File: src/rtl/sc_uni_decode.sv
// -----------------------------------------------------------------------------
// sc_uni_decode
//
// Stochastic-to-binary decoder for unipolar bitstreams. Counts the 1s seen
// over a window of WINDOW valid stream bits and presents the count as a
// binary result over a valid/ready handshake. The count scales as
// count/WINDOW; no division is done here.
//
// Parameters:
//   DATAWD  width of the running count, window counter and result
//           (WINDOW must not exceed 2**DATAWD - 1)
//   WINDOW  number of valid stream bits per conversion (>= 1)
//
// Ports:
//   clk      in   1       rising-edge clock
//   rst_n    in   1       asynchronous reset, active low
//   iStart   in   1       start, or restart, a conversion
//   iBit     in   1       unipolar stream bit
//   iBitVld  in   1       iBit is valid this cycle
//   iReady   in   1       downstream accepts the result
//   oC       out  DATAWD  count of 1s in the last completed window
//   oValid   out  1       oC holds a new, unconsumed result
//   oBusy    out  1       accumulation in progress
// -----------------------------------------------------------------------------
module sc_uni_decode #(
  parameter int DATAWD = 8,
  parameter int WINDOW = 255
) (
  input  logic              clk,
  input  logic              rst_n,
  input  logic              iStart,
  input  logic              iBit,
  input  logic              iBitVld,
  input  logic              iReady,
  output logic [DATAWD-1:0] oC,
  output logic              oValid,
  output logic              oBusy
);

  typedef enum logic [1:0] {
    IDLE  = 2'd0,
    ACCUM = 2'd1,
    DONE  = 2'd2
  } state_t;

  localparam logic [DATAWD-1:0] WIN_LAST = DATAWD'(WINDOW);

  state_t            state_q, state_d;
  logic [DATAWD-1:0] acc_q, acc_d;
  logic [DATAWD-1:0] win_q, win_d;
  logic [DATAWD-1:0] c_q, c_d;
  logic              valid_q, valid_d;

  // Count and window values including the bit presented this cycle.
  logic [DATAWD-1:0] acc_inc;
  logic [DATAWD-1:0] win_inc;

  assign acc_inc = acc_q + {{(DATAWD-1){1'b0}}, iBit};
  assign win_inc = win_q + {{(DATAWD-1){1'b0}}, 1'b1};

  always_comb begin
    state_d = state_q;
    acc_d   = acc_q;
    win_d   = win_q;
    c_d     = c_q;
    valid_d = valid_q;

    unique case (state_q)
      IDLE: begin
        if (iStart) begin
          acc_d   = '0;
          win_d   = '0;
          state_d = ACCUM;
        end
      end

      ACCUM: begin
        if (iStart) begin
          // Restart: the bit presented alongside the start is discarded,
          // and the previous result is left untouched.
          acc_d = '0;
          win_d = '0;
        end else if (iBitVld) begin
          win_d = win_inc;
          acc_d = acc_inc;
          if (win_inc == WIN_LAST) begin
            c_d     = acc_inc;
            valid_d = 1'b1;
            state_d = DONE;
          end
        end
      end

      DONE: begin
        // A start is honoured only together with the transfer, so an
        // unconsumed result can never be overwritten.
        if (iReady) begin
          valid_d = 1'b0;
          if (iStart) begin
            acc_d   = '0;
            win_d   = '0;
            state_d = ACCUM;
          end else begin
            state_d = IDLE;
          end
        end
      end

      default: begin
        state_d = IDLE;
        valid_d = 1'b0;
      end
    endcase
  end

  always_ff @(posedge clk or negedge rst_n) begin
    if (!rst_n) begin
      state_q <= IDLE;
      acc_q   <= '0;
      win_q   <= '0;
      c_q     <= '0;
      valid_q <= 1'b0;
    end else begin
      state_q <= state_d;
      acc_q   <= acc_d;
      win_q   <= win_d;
      c_q     <= c_d;
      valid_q <= valid_d;
    end
  end

  // All outputs come from registers; iReady reaches none of them directly.
  assign oC     = c_q;
  assign oValid = valid_q;
  assign oBusy  = (state_q == ACCUM);

endmodule

File: config.mk
export PLATFORM = sky130hd
export DESIGN_NAME = sc_uni_decode
export DESIGN_NICKNAME = d
export VERILOG_FILES = /design/src/rtl/sc_uni_decode.sv
export SDC_FILE = /design/constraint.sdc
export NUM_CORES = 1
export LEC_CHECK = 0
export ABC_AREA = 0
export CORE_ASPECT_RATIO = 1.2
export CORE_MARGIN = 1
export CORE_UTILIZATION = 40
export CTS_CLUSTER_DIAMETER = 100
export DETAILED_ROUTE_END_ITERATION = 16
export PLACE_DENSITY_LB_ADDON = 0.2
export SLEW_MARGIN = 20
export SYNTH_ARGS = -nofsm -noshare
export SYNTH_HDL_FRONTEND = slang
export SYNTH_SLANG_ARGS = --single-unit
File: constraint.sdc
create_clock -name clk -period 4.6 [get_ports clk]
set_input_delay 0.92 -clock clk [delete_from_list [all_inputs] [get_ports clk]]
set_output_delay 0.92 -clock clk [all_outputs]
set_load 0.05 [all_outputs]
# Word level (Yosys, flattened, before mapping)
# Cells that the tools add are included.
# word_totals
reg_bits,27
inputBits,6
wordCells,46
# op_classes
n_addsub,2
eq_ne,9
n_mux,22
bitwise,2
reduce_logical,6
# op_table
operator,count
$mux W8,8
$pmux W8 S3,2
$mux W2,5
$reduce_and A5 Y1,2
$add A8 B1 Y8,1
$add A8 B1 Y8 const B,1
$eq A8 B8 Y1 const B,1
$ne A2 B2 Y1 const B,4
$pmux W2 S3,1
$mux W1,5
$reduce_and A4 Y1,1
$ne A3 B3 Y1 const B,1
$pmux W1 S3,1
$reduce_and A3 Y1,1
$reduce_bool A3 Y1,1
$eq A2 B1 Y1 const B,1
$eq A2 B2 Y1 const B,1
$logic_not A2 Y1,1
$ne A2 B1 Y1 const B,1
$not A1 Y1,2

# Depth between registers and ports, before layout
# logic_depth
ltp_word,6
mapped_depth,7
mapped_depth_nobuf,6

# Least setup slack after synthesis
# No wires, ideal clock.
# synth_path
kind,input port to flip-flop
start,input port iBit
end,"register c_q[6], in the netlist oC[6]"
setup_time_ns,0.125
arrival_ns,2.118
t_required_ns,4.475
setup_slack_ns,2.357
cell_stages,7
cell_sequence,ha_1 -> ha_1 -> and3_1 -> clkbuf_1 -> nand3_1 -> xnor2_1 -> mux2_2
# synth_between
elab_chain_cells,1
# synth_rtl
element,line_no,source
"start, declared",32,"input logic iBit,"
$add A8 B1 Y8,58,"assign acc_inc = acc_q + {{(DATAWD-1){1'b0}}, iBit};"
"end signal, assigned",121,c_q <= '0;
"end signal, assigned",127,c_q <= c_d;
"end, declared",51,"logic [DATAWD-1:0] c_q, c_d;"
# No other way between the ends.
# A chain may end at the register's enable or synchronous reset.

# Worst setup path after layout
# layout_path
start,register state_q[0]
end,output port oBusy
# layout_between
elab_chain_cells,1
# layout_rtl
element,line_no,source
"start, declared",48,"state_t state_q, state_d;"
"start signal, assigned",124,state_q <= state_d;
$eq A2 B1 Y1,135,assign oBusy = (state_q == ACCUM);
"end, declared",37,output logic oBusy
# No other way between the ends.

==> summary.md <==
The cell count after synthesis was 143. Buffers added to address setup during post-CTS repair amount to 0. The die covers 0.003865 mm2. At the pin with the least slew margin, the transition time is 0.5063 ns. Sum of negative setup slack: 0 ns. The tool flagged a number of max-cap violations equal to 0. In the global route stage, overall resource usage came out at 16.73%.

The classification of the worst setup path was register to output pin. The final-report hold violation count is 0. The tools report the critical path startpoint category as a register. The peak clock frequency supported by timing was 378.9 MHz. By count the netlist is led by sky130_fd_sc_hd__dfrtp_1, sky130_fd_sc_hd__nand2_1, sky130_fd_sc_hd__o21ai_0. The kind of cell with the highest combined delay along the critical path is buffers and inverters. The cell area after technology mapping was 0.001448 mm2.

At the later pin of the worst-skew pair, clock insertion delay measures 0.27 ns. The first global-routing pass estimated 5.037 mm of wire. TritonCTS built the clock tree. 16 I/O pins were placed. The placement row count is 23. The width of the die is 56.92 um. The most used flip-flop cell after synthesis is sky130_fd_sc_hd__dfrtp_1. The number of buffers between clock root and the deepest sink is 2.

Summed over all instances, the cell type with the most area after synthesis is sky130_fd_sc_hd__dfrtp_1. The run gives 2.741 mm as the total routed wirelength. The longest individual stage delay on the worst path was 0.81 ns; the total power of the final layout was 0.4105 mW. The total area inside the core boundary comes to 0.003396 mm2.

The power per standard cell area works out to 242.5 mW/mm2. The HPWL after detailed placement is 1.938 mm. The peak supply drop is 0.1556 mV. For the required time reported for the critical path endpoint, the log shows 3.68 ns. The signed area change from the synthesized netlist to the final layout came out at 16.94%.

Buffers inserted during clock tree synthesis total 3. The initial utilization of the core area, before any placement, comes to 42.63%. Input and output buffers added on the ports amount to 15. The endpoint identified for the worst register-to-register timing path is oC[0]. In the final design database the tool counted 171 nets.

Along the worst hold path, the cell count comes to 2. For the clock tree skew after final layout, the log shows 0.006714 ns. Critical path data arrival time: 1.72 ns. Number of buffer and inverter stages on the critical path: 1. For flop-to-flop paths, the worst setup slack is 2.64 ns.

In this run the worst path has a maximum fanout of 8. The tools report the cell count after placement as 193. By instance count, the leading cell after synthesis is sky130_fd_sc_hd__dfrtp_1. The worst register-to-register path has a depth of 5. The path with the worst hold slack has its endpoint at acc_q[0]. The signal on the critical path passes through nor2b_1 > clkdlybuf4s50_1.

The setup violation total in the final timing report is 0. In this run the tightest slew margin relative to its limit is 66.14%. The final route contains 1,106 vias. Yosys attributes the largest share of cell area to sky130_fd_sc_hd__dfrtp_1, sky130_fd_sc_hd__o21ai_0, sky130_fd_sc_hd__mux2_2. Summing the sequential cell areas from Yosys gives 46.67% of the chip area. The post-detailed-route via-to-cell ratio came out at 5.614. The checks that failed: design-rule violations. Average footprint of a synthesized cell: 10.12 um2. The routed design could run at a clock period as short as 2.639 ns. Counting every net in the synthesized netlist gives 153. The worst register-to-register path begins at win_q[0].

After detailed routing, the average wire length per cell comes to 13.91 um. For the clock sink count, the log shows 27. The area share of the largest cell type after synthesis is 46.67%. For the final weighted congestion in routability-driven placement, the log shows 0.7477. Entering global routing, the biggest net connects 28 pins. The run gives 1,124 as the number of global-route vias before repair. The worst min-delay path category is register to register. The async set or reset register ratio after synthesis works out to 100.0%. In this run the static leakage power is 0.7440 nW.

The final cell count without fillers is 197, and the flop and latch count out of synthesis is 27. The cell sitting at the root of the clock tree is a sky130_fd_sc_hd__clkbuf_8. Setup repair after global routing left no endpoint under its margin. For this design, the slowest cell found on the critical path is sky130_fd_sc_hd__clkdlybuf4s50_1. Final worst slack: 1.961 ns.

The number of hold buffers added after CTS was 0. The logs give 1 for the count of H-tree levels built during CTS and 0 for the initial antenna violation count. The total count of max-transition violations in the final report was 0; the total global routing overflow was 0. The worst hold path begins at acc_q[0]. The tools report the number of warnings printed during yosys synthesis as 0.

The count of nets left with antenna violations once routing finished came out at 0. The chip height was 67.90 um. The detailed-routing iteration count for the pre-antenna-repair pass was 11; the number of remaining DRC errors was 4.

In the finished design, the share of the clock period the worst path needs comes to 57.37%. The count of flip-flops with a built-in enable after synthesis is 0. Gates resized during post-CTS repair numbered 0.

The flow ran to the end, but the final reports show violations. Clock-pin slew was measured on the worst setup and hold paths at 0.09 ns. The critical path capture point type was an output pin. Prior to clock tree synthesis, the placed netlist has a worst setup slack of 1.858 ns. The netlist uses 40 different library cells. The fraction of layout instances using a drive strength above 1 was 12.50%. After the first detailed-routing iteration, the DRC count stood at 24.

Number of diodes: 0.
## worst register-to-register path, cell delays in order (launching register included)
cell and delay (ns):
sky130_fd_sc_hd__dfrtp_1 0.42, sky130_fd_sc_hd__ha_1 0.30, sky130_fd_sc_hd__nand3_4 0.13, sky130_fd_sc_hd__o21a_1 0.25, sky130_fd_sc_hd__o211ai_4 0.38, sky130_fd_sc_hd__mux2_2 0.38
## where the power goes
| part | total [mW] | switching, mW | internal [mW] |
|---|---|---|---|
| clock network | 0.134 | 0.0732 | 0.0606 |
| registers | 0.245 | 0.00372 | 0.241 |
| logic | 0.0322 | 0.0191 | 0.0131 |
| total | 0.410 | 0.0959 | 0.315 |
## metrics by stage
stage	hold slack, ns	util (%)	area (um2)
floorplan	0.4538	-	1448
global placement	0.4688	48.49	1647
detailed placement	0.4763	48.49	1647
CTS	0.4985	49.85	1693
global route	0.5270	49.85	1693
finish	0.4920	49.85	1693
## kinds of logic (layout without fill, tap and decap cells)
family | after synthesis | in the layout | synth area share [%]
muxes | 8 | 8 | 6.137
AOI/OAI and AO/OA | 38 | 38 | 17.72
xor gates and xnor gates | 8 | 8 | 5.359
adders and majority gates | 4 | 4 | 3.457
DFF | 27 | 27 | 46.67
and+or+nand+nor | 50 | 50 | 18.50
buffers and inverters | 8 | 25 | 2.160
## layout by cell type, fill, tap and decap left out, types with 3 or more instances in the layout
master / Yosys / layout
sky130_fd_sc_hd__o31ai_1: 5 / 5
sky130_fd_sc_hd__xnor2_1: 5 / 5
sky130_fd_sc_hd__buf_4: 0 / 3
sky130_fd_sc_hd__o21ai_0: 18 / 18
sky130_fd_sc_hd__a31oi_1: 3 / 3
sky130_fd_sc_hd__and3_1: 3 / 3
sky130_fd_sc_hd__dfrtp_1: 27 / 27
sky130_fd_sc_hd__nand3_1: 4 / 4
sky130_fd_sc_hd__nand2_1: 18 / 18
sky130_fd_sc_hd__mux2_2: 7 / 7
sky130_fd_sc_hd__nor3_1: 3 / 3
sky130_fd_sc_hd__ha_1: 4 / 4
sky130_fd_sc_hd__inv_1: 3 / 3
sky130_fd_sc_hd__clkdlybuf4s50_1: 0 / 15
sky130_fd_sc_hd__nor2b_1: 3 / 3
sky130_fd_sc_hd__clkbuf_8: 0 / 3
sky130_fd_sc_hd__nor2_1: 8 / 8
## registers in the layout, indices dropped and copies added, names as in the netlist
| name | flops |
|---|---|
| oValid | 1 |
| acc_q | 8 |
| state_q | 2 |
| win_q | 8 |
| oC | 8 |
## routing by layer
metal  GRT usage (%)  wire [um]  vias to the layer above
met5               0          0                        -
met4           5.488         23                        0
met3           2.268         84                        2
met2           30.59       1345                       17
met1           20.43       1287                      537
li1                -          -                      550
## cell type report
type	instances	area, um2
fill	330	1703
sequential	27	675.6
multi-input combinational	108	740.7
timing repair buffer	18	172.7
clock inverter	1	5.005
clock buffer	3	41.29
tap	37	46.29
inverter	3	11.26
## how the worst max path moves through the flow
stage               start  endpoint  slack, ns  cells after the start
6_report       state_q[0]     oBusy       1.96                      2
4_1_cts        state_q[0]     oBusy       1.96                      2
5_1_grt        state_q[0]     oBusy       1.87                      2
3_3_place_gp       iStart     oC[1]       1.90                      6
2_1_floorplan        iBit     oC[6]       2.36                      7
3_5_place_dp         iBit     oC[6]       1.86                      7
No activity file was read; power rests on OpenSTA's default activity.
